===== config.mk =====
export PLATFORM = sky130hd
export DESIGN_NAME = apple_txt_fetch_flat
export DESIGN_NICKNAME = d
export VERILOG_FILES = /design/src/rtl/apple_txt_fetch_if.sv /design/src/rtl/apple_txt_fetch.sv /design/src/flat_wrapper.sv
export SDC_FILE = /design/constraint.sdc
export NUM_CORES = 1
export LEC_CHECK = 0
export ABC_AREA = 1
export CORE_UTILIZATION = 55
export CTS_BUF_LIST = sky130_fd_sc_hd__clkbuf_8 sky130_fd_sc_hd__clkbuf_16
export CTS_CLUSTER_DIAMETER = 200
export DETAILED_ROUTE_END_ITERATION = 12
export GPL_TIMING_DRIVEN = 1
export PLACE_DENSITY = 0.72
export SLEW_MARGIN = 20
export SYNTH_ARGS = -nofsm -noshare
export SYNTH_HDL_FRONTEND = slang
export SYNTH_SLANG_ARGS = --single-unit

===== constraint.sdc =====
create_clock -name clk -period 2.5 [get_ports clk]
set_clock_uncertainty 0.1 [all_clocks]
set_input_delay 0.625 -clock clk [delete_from_list [all_inputs] [get_ports clk]]
set_output_delay 0.625 -clock clk [all_outputs]
set_load 0.02 [all_outputs]

===== src/rtl/apple_txt_fetch_if.sv =====
// -----------------------------------------------------------------------------
// apple_txt_fetch_if
//   Host memory read bus used by the Apple II text-row fetcher.
//
//   mem_req  fetcher -> memory  read request, held until acknowledged
//   mem_adr  fetcher -> memory  16-bit byte address, stable while mem_req
//   mem_ack  memory  -> fetcher byte on mem_d is valid at this edge
//   mem_d    memory  -> fetcher read data
//
//   master : the fetcher (drives request/address)
//   slave  : the memory  (drives acknowledge/data)
// -----------------------------------------------------------------------------
interface apple_txt_fetch_if;
    logic        mem_req;
    logic [15:0] mem_adr;
    logic        mem_ack;
    logic [7:0]  mem_d;

    modport master (output mem_req, output mem_adr, input mem_ack, input mem_d);
    modport slave  (input mem_req, input mem_adr, output mem_ack, output mem_d);
endinterface


===== src/rtl/apple_txt_fetch.sv =====
// -----------------------------------------------------------------------------
// apple_txt_fetch
//   Fetches one 40-character row of the Apple II text page (page 1, $0400)
//   using the interleaved screen-hole address map, into a ping-pong line
//   buffer. The renderer reads the front buffer by column while the next row
//   fills the back buffer. Buffers swap in the FLIP cycle after the last byte.
//
//   Ports:
//     clk     in   system clock, posedge
//     reset   in   synchronous, active-low reset
//     start   in   one-cycle request to fetch row `row`
//     row     in   text row 0..23, sampled when start is accepted
//     busy    out  high from the accept cycle through FLIP
//     done    out  one-cycle pulse in FLIP (row complete, buffers swapping)
//     mem     master side of apple_txt_fetch_if (req/adr/ack/d)
//     rd_col  in   renderer column select
//     rd_q    out  registered front-buffer byte at rd_col (0 for rd_col >= 40)
//
//   Build option:
//     APPLE_TXT_NORMALIZE_EN  when defined, each byte is stored as
//       {inverse, 1'b0, glyph[5:0]}, inverse = (mem_d[7:6] == 2'b00);
//       flash codes are stored as normal. Otherwise bytes are stored raw.
// -----------------------------------------------------------------------------
module apple_txt_fetch (
    input  logic              clk,
    input  logic              reset,
    input  logic              start,
    input  logic [4:0]        row,
    output logic              busy,
    output logic              done,
    apple_txt_fetch_if.master mem,
    input  logic [5:0]        rd_col,
    output logic [7:0]        rd_q
);
    localparam logic [15:0] BASE      = 16'h0400;
    localparam int          COLS      = 40;
    localparam int          ROWS      = 24;
    localparam logic [5:0]  LAST_COL  = 6'(COLS - 1);
    localparam logic [5:0]  COL_LIMIT = 6'(COLS);
    localparam logic [4:0]  ROW_LIMIT = 5'(ROWS);

    typedef enum logic [1:0] {
        ST_IDLE,
        ST_FETCH,
        ST_FLIP
    } state_t;

    state_t      r_state;
    state_t      w_state_next;
    logic [4:0]  r_row;
    logic [5:0]  r_col;
    logic        r_front;
    logic [7:0]  r_buf [0:1][0:COLS-1];

    logic        w_accept;
    logic        w_capture;
    logic        w_last;
    logic [15:0] w_row_off;
    logic [15:0] w_grp_off;
    logic [7:0]  w_wr_byte;

    assign w_accept  = (r_state == ST_IDLE) && start && (row < ROW_LIMIT);
    assign w_capture = (r_state == ST_FETCH) && mem.mem_ack;
    assign w_last    = (r_col == LAST_COL);

    // Screen-hole map: 128 bytes per (row mod 8), 40 bytes per (row div 8).
    // 40*g is formed as 32*g + 8*g so the whole sum stays in 16 bits.
    assign w_row_off = {6'd0, r_row[2:0], 7'd0};
    assign w_grp_off = {9'd0, r_row[4:3], 5'd0} + {11'd0, r_row[4:3], 3'd0};

`ifdef APPLE_TXT_NORMALIZE_EN
    assign w_wr_byte = {(mem.mem_d[7:6] == 2'b00), 1'b0, mem.mem_d[5:0]};
`else
    assign w_wr_byte = mem.mem_d;
`endif

    // NOTE: every output and next-state value gets a default first, so no path
    // through the case leaves a signal unassigned and no latch is inferred.
    always_comb begin
        w_state_next = r_state;
        mem.mem_req  = 1'b0;
        mem.mem_adr  = BASE + w_row_off + w_grp_off + {10'd0, r_col};
        done         = 1'b0;
        busy         = (r_state != ST_IDLE) || w_accept;
        case (r_state)
            ST_IDLE: begin
                if (w_accept) begin
                    w_state_next = ST_FETCH;
                end
            end
            ST_FETCH: begin
                mem.mem_req = 1'b1;
                if (w_capture && w_last) begin
                    w_state_next = ST_FLIP;
                end
            end
            ST_FLIP: begin
                done         = 1'b1;
                w_state_next = ST_IDLE;
            end
            default: w_state_next = ST_IDLE;
        endcase
    end

    // NOTE: state is updated with non-blocking assignments so every register
    // samples the pre-edge values, independent of statement order.
    always_ff @(posedge clk) begin
        if (!reset) begin
            r_state <= ST_IDLE;
        end else begin
            r_state <= w_state_next;
        end
    end

    // Row/column tracking and front select. r_row/r_col return to 0 on reset,
    // which parks mem_adr at BASE.
    always_ff @(posedge clk) begin
        if (!reset) begin
            r_row   <= '0;
            r_col   <= '0;
            r_front <= 1'b0;
        end else begin
            if (w_accept) begin
                r_row <= row;
                r_col <= '0;
            end else if (w_capture && !w_last) begin
                r_col <= r_col + 6'd1;
            end
            if (r_state == ST_FLIP) begin
                r_front <= ~r_front;
            end
        end
    end

    // NOTE: the line buffers are plain storage and are deliberately not reset;
    // a reset term would stop them mapping onto RAM. Writes are still blocked
    // while reset is low so an abandoned row leaves nothing behind at that edge.
    always_ff @(posedge clk) begin
        if (reset && w_capture) begin
            r_buf[~r_front][r_col] <= w_wr_byte;
        end
    end

    // Renderer read port; reads on the swap edge still see the old front.
    always_ff @(posedge clk) begin
        if (!reset) begin
            rd_q <= 8'h00;
        end else if (rd_col < COL_LIMIT) begin
            rd_q <= r_buf[r_front][rd_col];
        end else begin
            rd_q <= 8'h00;
        end
    end

endmodule


===== src/flat_wrapper.sv =====
// flat-port wrapper written by rule: the top's interface ports become plain ports
module apple_txt_fetch_flat 
  (clk, reset, start, row, busy, done, rd_col, rd_q, mem_mem_req, mem_mem_adr, mem_mem_ack, mem_mem_d);
  apple_txt_fetch_if mem_i ();
  input  logic clk;
  input  logic reset;
  input  logic start;
  input  logic [4:0] row;
  output logic busy;
  output logic done;
  input  logic [5:0] rd_col;
  output logic [7:0] rd_q;
  output wire logic [$bits(mem_i.mem_req)-1:0] mem_mem_req;
  output wire logic [$bits(mem_i.mem_adr)-1:0] mem_mem_adr;
  input wire logic [$bits(mem_i.mem_ack)-1:0] mem_mem_ack;
  input wire logic [$bits(mem_i.mem_d)-1:0] mem_mem_d;
  assign mem_mem_req = mem_i.mem_req;
  assign mem_mem_adr = mem_i.mem_adr;
  assign mem_i.mem_ack = mem_mem_ack;
  assign mem_i.mem_d = mem_mem_d;
  apple_txt_fetch u_core (.clk(clk), .reset(reset), .start(start), .row(row), .busy(busy), .done(done), .mem(mem_i), .rd_col(rd_col), .rd_q(rd_q));
endmodule

==> impl_metrics.toml <==
[min_path]
hold-path-endpoint = "u_core.r_buf[1][108]"
min_delay_path_depth = 1
min-delay-start = "mem_mem_d[4]"
hold_path.class = "input pin to flip-flop"

[pwr]
power.density_nw_per_um2 = 712
peakVddDrop_uv = 606
power.static_leakage_nw = 12.6

[sta]
hold_viol = 0
relSlewSlack_pct = 48.4
fin_crit_ns = 2.78
slew_viol_final = 0
worstMarginPinSlew_ns = 0.775
setup_ws_ns = -0.283
rsz0062_at_grt = "yes"
finalSetupViolCount = 7
post-route-period-util_pct = 111
fmax_mhz = 359
finalSetupTns_ns = -1.48

[route]
vias = 19200
drt-total-wl_mm = 69.3
drcViolationCount = 0
avgViaCountPerCell = 5.62
antenna_left = 0
routedWlPerCell_um = 20.3
first_pass_iters = 6
drtIter0Drc = 2377

[yosys]
synth.avg_cell_area_um2 = 11.0
yosysSeqAreaShare_pct = 70.6
syn_inst = 2536
syn_area_um2 = 27900
synth-seq-cells = 663
synth.distinct_cells = 28
yosys_warnings = 0

[floorplan]
rows = 82
pin_count = 50
core-area_um2 = 50100
initial_core_util_pct = 55.7
dieHeight_um = 227
die_area_um2 = 51600
fp.dieW_um = 227

[worst_setup_path]
rr_startpoint = "u_core.r_state[0]"
cp_max_fo = 3
critPathKind = "flip-flop to primary output"
worst_ep_arrival_time_ns = 2.06
r2r_cells = 10
crit_path_start_kind = "flip-flop"
worstReg2RegEnd = "u_core.r_buf[0][45]"
endpoint_kind = "primary output"
r2r_slack_ns = 0.15
required_ns = 1.77

[placed_design]
gp_congestion = 0.913
dp_hpwl_mm = 42.2
portBuffers = 45
dpl_cell_area_um2 = 30000

[clock_network]
cts_tree = "done"
cts.hold.buffers_added = 0
cts_root_buf = "clkbuf_16"
cts_htree_levels = 3
clk-insertion-delay-late_ns = 0.60
clockBufferDepth = 3
numCtsBuffers = 66
cts_sinks = 663
clk_pin_slew_worst_paths_ns = 0.06

[flow_run]
cap_violations = 0

[global_route]
grt_pass1_wl_mm = 107
track_usage_pct = 27.8
grtUsageMet3_pct = 4.89
grt_use_met1_pct = 38.7
antenna_found_initial = 0
grt_use_met2_pct = 44.1
grt_max_degree = 94
first_global_vias = 18700
top_usage_layer = "met2"
grt_remaining_overflow = 0

[cells_and_area]
drive_gt1_share_pct = 12.0
fillCellCount = 3752
diodes = 0
fin_util_pct = 64.6
final_area_um2 = 32300
layout.nets = 2714
syn2layout_area_growth_pct = 15.9

[outcome]
violations = "setup timing"
outcome = "finished, violations left"
[worst max-delay path: stages (launching register included)]
cell     delay [ns]
dfxtp_4        0.36
ha_4           0.16
fa_2           0.35
a21oi_2        0.14
nor2_2         0.06
nand3_2        0.07
xor2_1         0.15
buf_4          0.16
[state kept, by name, indices dropped and copies added (netlist names), named ones only]
register	cells
u_core.r_col	6
u_core.r_buf	640
u_core.rd_q	8
u_core.r_row	5
u_core.r_front	1
u_core.r_state	2
[cell usage in the layout, fill, tap and decap left out, drive strengths merged, types with 11 or more instances in the layout]
cell type      count
o22ai             11
nor3              12
clkbuf            69
inv              205
clkinv            21
a21oi             19
nand3            402
o21ai             77
buf              204
dfxtp             23
o211ai            11
nor2             167
o221ai            21
edfxtp           640
nand2            795
clkdlybuf4s50     21
[power breakdown]
group	internal (mW)	leakage, nW	switching (mW)
clock	5.63	1.08	4.14
combinational	0.312	5.55	0.723
sequential	12.2	5.94	0.0215
[cell usage after synthesis]
master    number  area [um2]
nand2_1      795        2980
edfxtp_1     640       19200
nand3_1      402        2010
inv_1        187         702
nor2_1       167         627
o21ai_0       71         355
buf_2         62         310
clkbuf_1      43         161
dfxtp_1       23         460
buf_4         22         165
o221ai_1      21         184
a21oi_1       19        95.1
buf_1         13        48.8
buf_6         12         135
o211ai_1      11        82.6
o22ai_1       11        68.8
nor3_1         8        40.0
o21ai_1        6        30.0
xor2_1         6        52.6
ha_1           4        50.1
nor3_2         4        40.0
clkinv_1       2        7.51
inv_2          2        7.51
a31oi_1        1        6.26
conb_1         1        3.75
fa_1           1        20.0
inv_4          1        6.26
nand4_1        1        6.26
[timing repair]
action	4_1_cts	5_1_grt
pin swaps	3	1
buffers inserted	5	0
setup endpoints to repair	14	73
resized for setup	65	10
[worst max path at each step]
stage,startpoint,end,slack [ns]
6_report,u_core.r_row[3],mem_mem_adr[9],-0.28
5_1_grt,u_core.r_row[3],mem_mem_adr[9],-0.39
4_1_cts,u_core.r_row[3],mem_mem_adr[9],-0.30
3_5_place_dp,mem_mem_ack,u_core.r_buf[0][45],-0.42
3_3_place_gp,reset,u_core.r_buf[0][42],-0.36
2_1_floorplan,u_core.r_col[3],mem_mem_adr[9],0.15
[through the flow]
stage          setup slack, ns  hold WS, ns  instances  power, mW
3_5_place_dp            -0.418        0.406       3285       13.4
4_1_cts                 -0.296        0.315       3406       23.1
5_1_grt                 -0.393        0.329       3406       23.6
6_report                -0.283        0.336       3406       23.0
3_3_place_gp            -0.355        0.401       3285       13.4
2_1_floorplan            0.151        0.369       2539       12.9
[final cells by class]
cell class                 instances  area (um2)  area share, %
multi-input combinational       1532        6750           20.9
clock inverter                    47         437           1.35
timing repair buffer             231        2150           6.66
inverter                         192         739           2.29
sequential                       663       19700           60.9
tap                              672         841           2.60
clock buffer                      69        1720           5.31
[metal layers]
metal / wire, um / part of all wire (%) / up-vias
met5: 0 / 0 / -
met2: 32500 / 47 / 995
met1: 28400 / 41 / 9103
met4: 1740 / 2.5 / 0
li1: - / - / 8924
met3: 6560 / 9.5 / 131
[logic make-up (layout without fill, tap and decap cells)]
kind of cell | Yosys count | count (layout) | synth area share [%]
and+or+nand+nor | 1377 | 1377 | 20.5
DFF | 663 | 663 | 70.6
buffers and inverters | 344 | 539 | 5.54
AOI/OAI and AO/OA | 140 | 140 | 2.95
xor gates and xnor gates | 6 | 6 | 0.188
adders and majority gates | 5 | 5 | 0.251
other | 1 | 4 | 0.0135
Note: power is estimated with default switching activity, not from simulation.
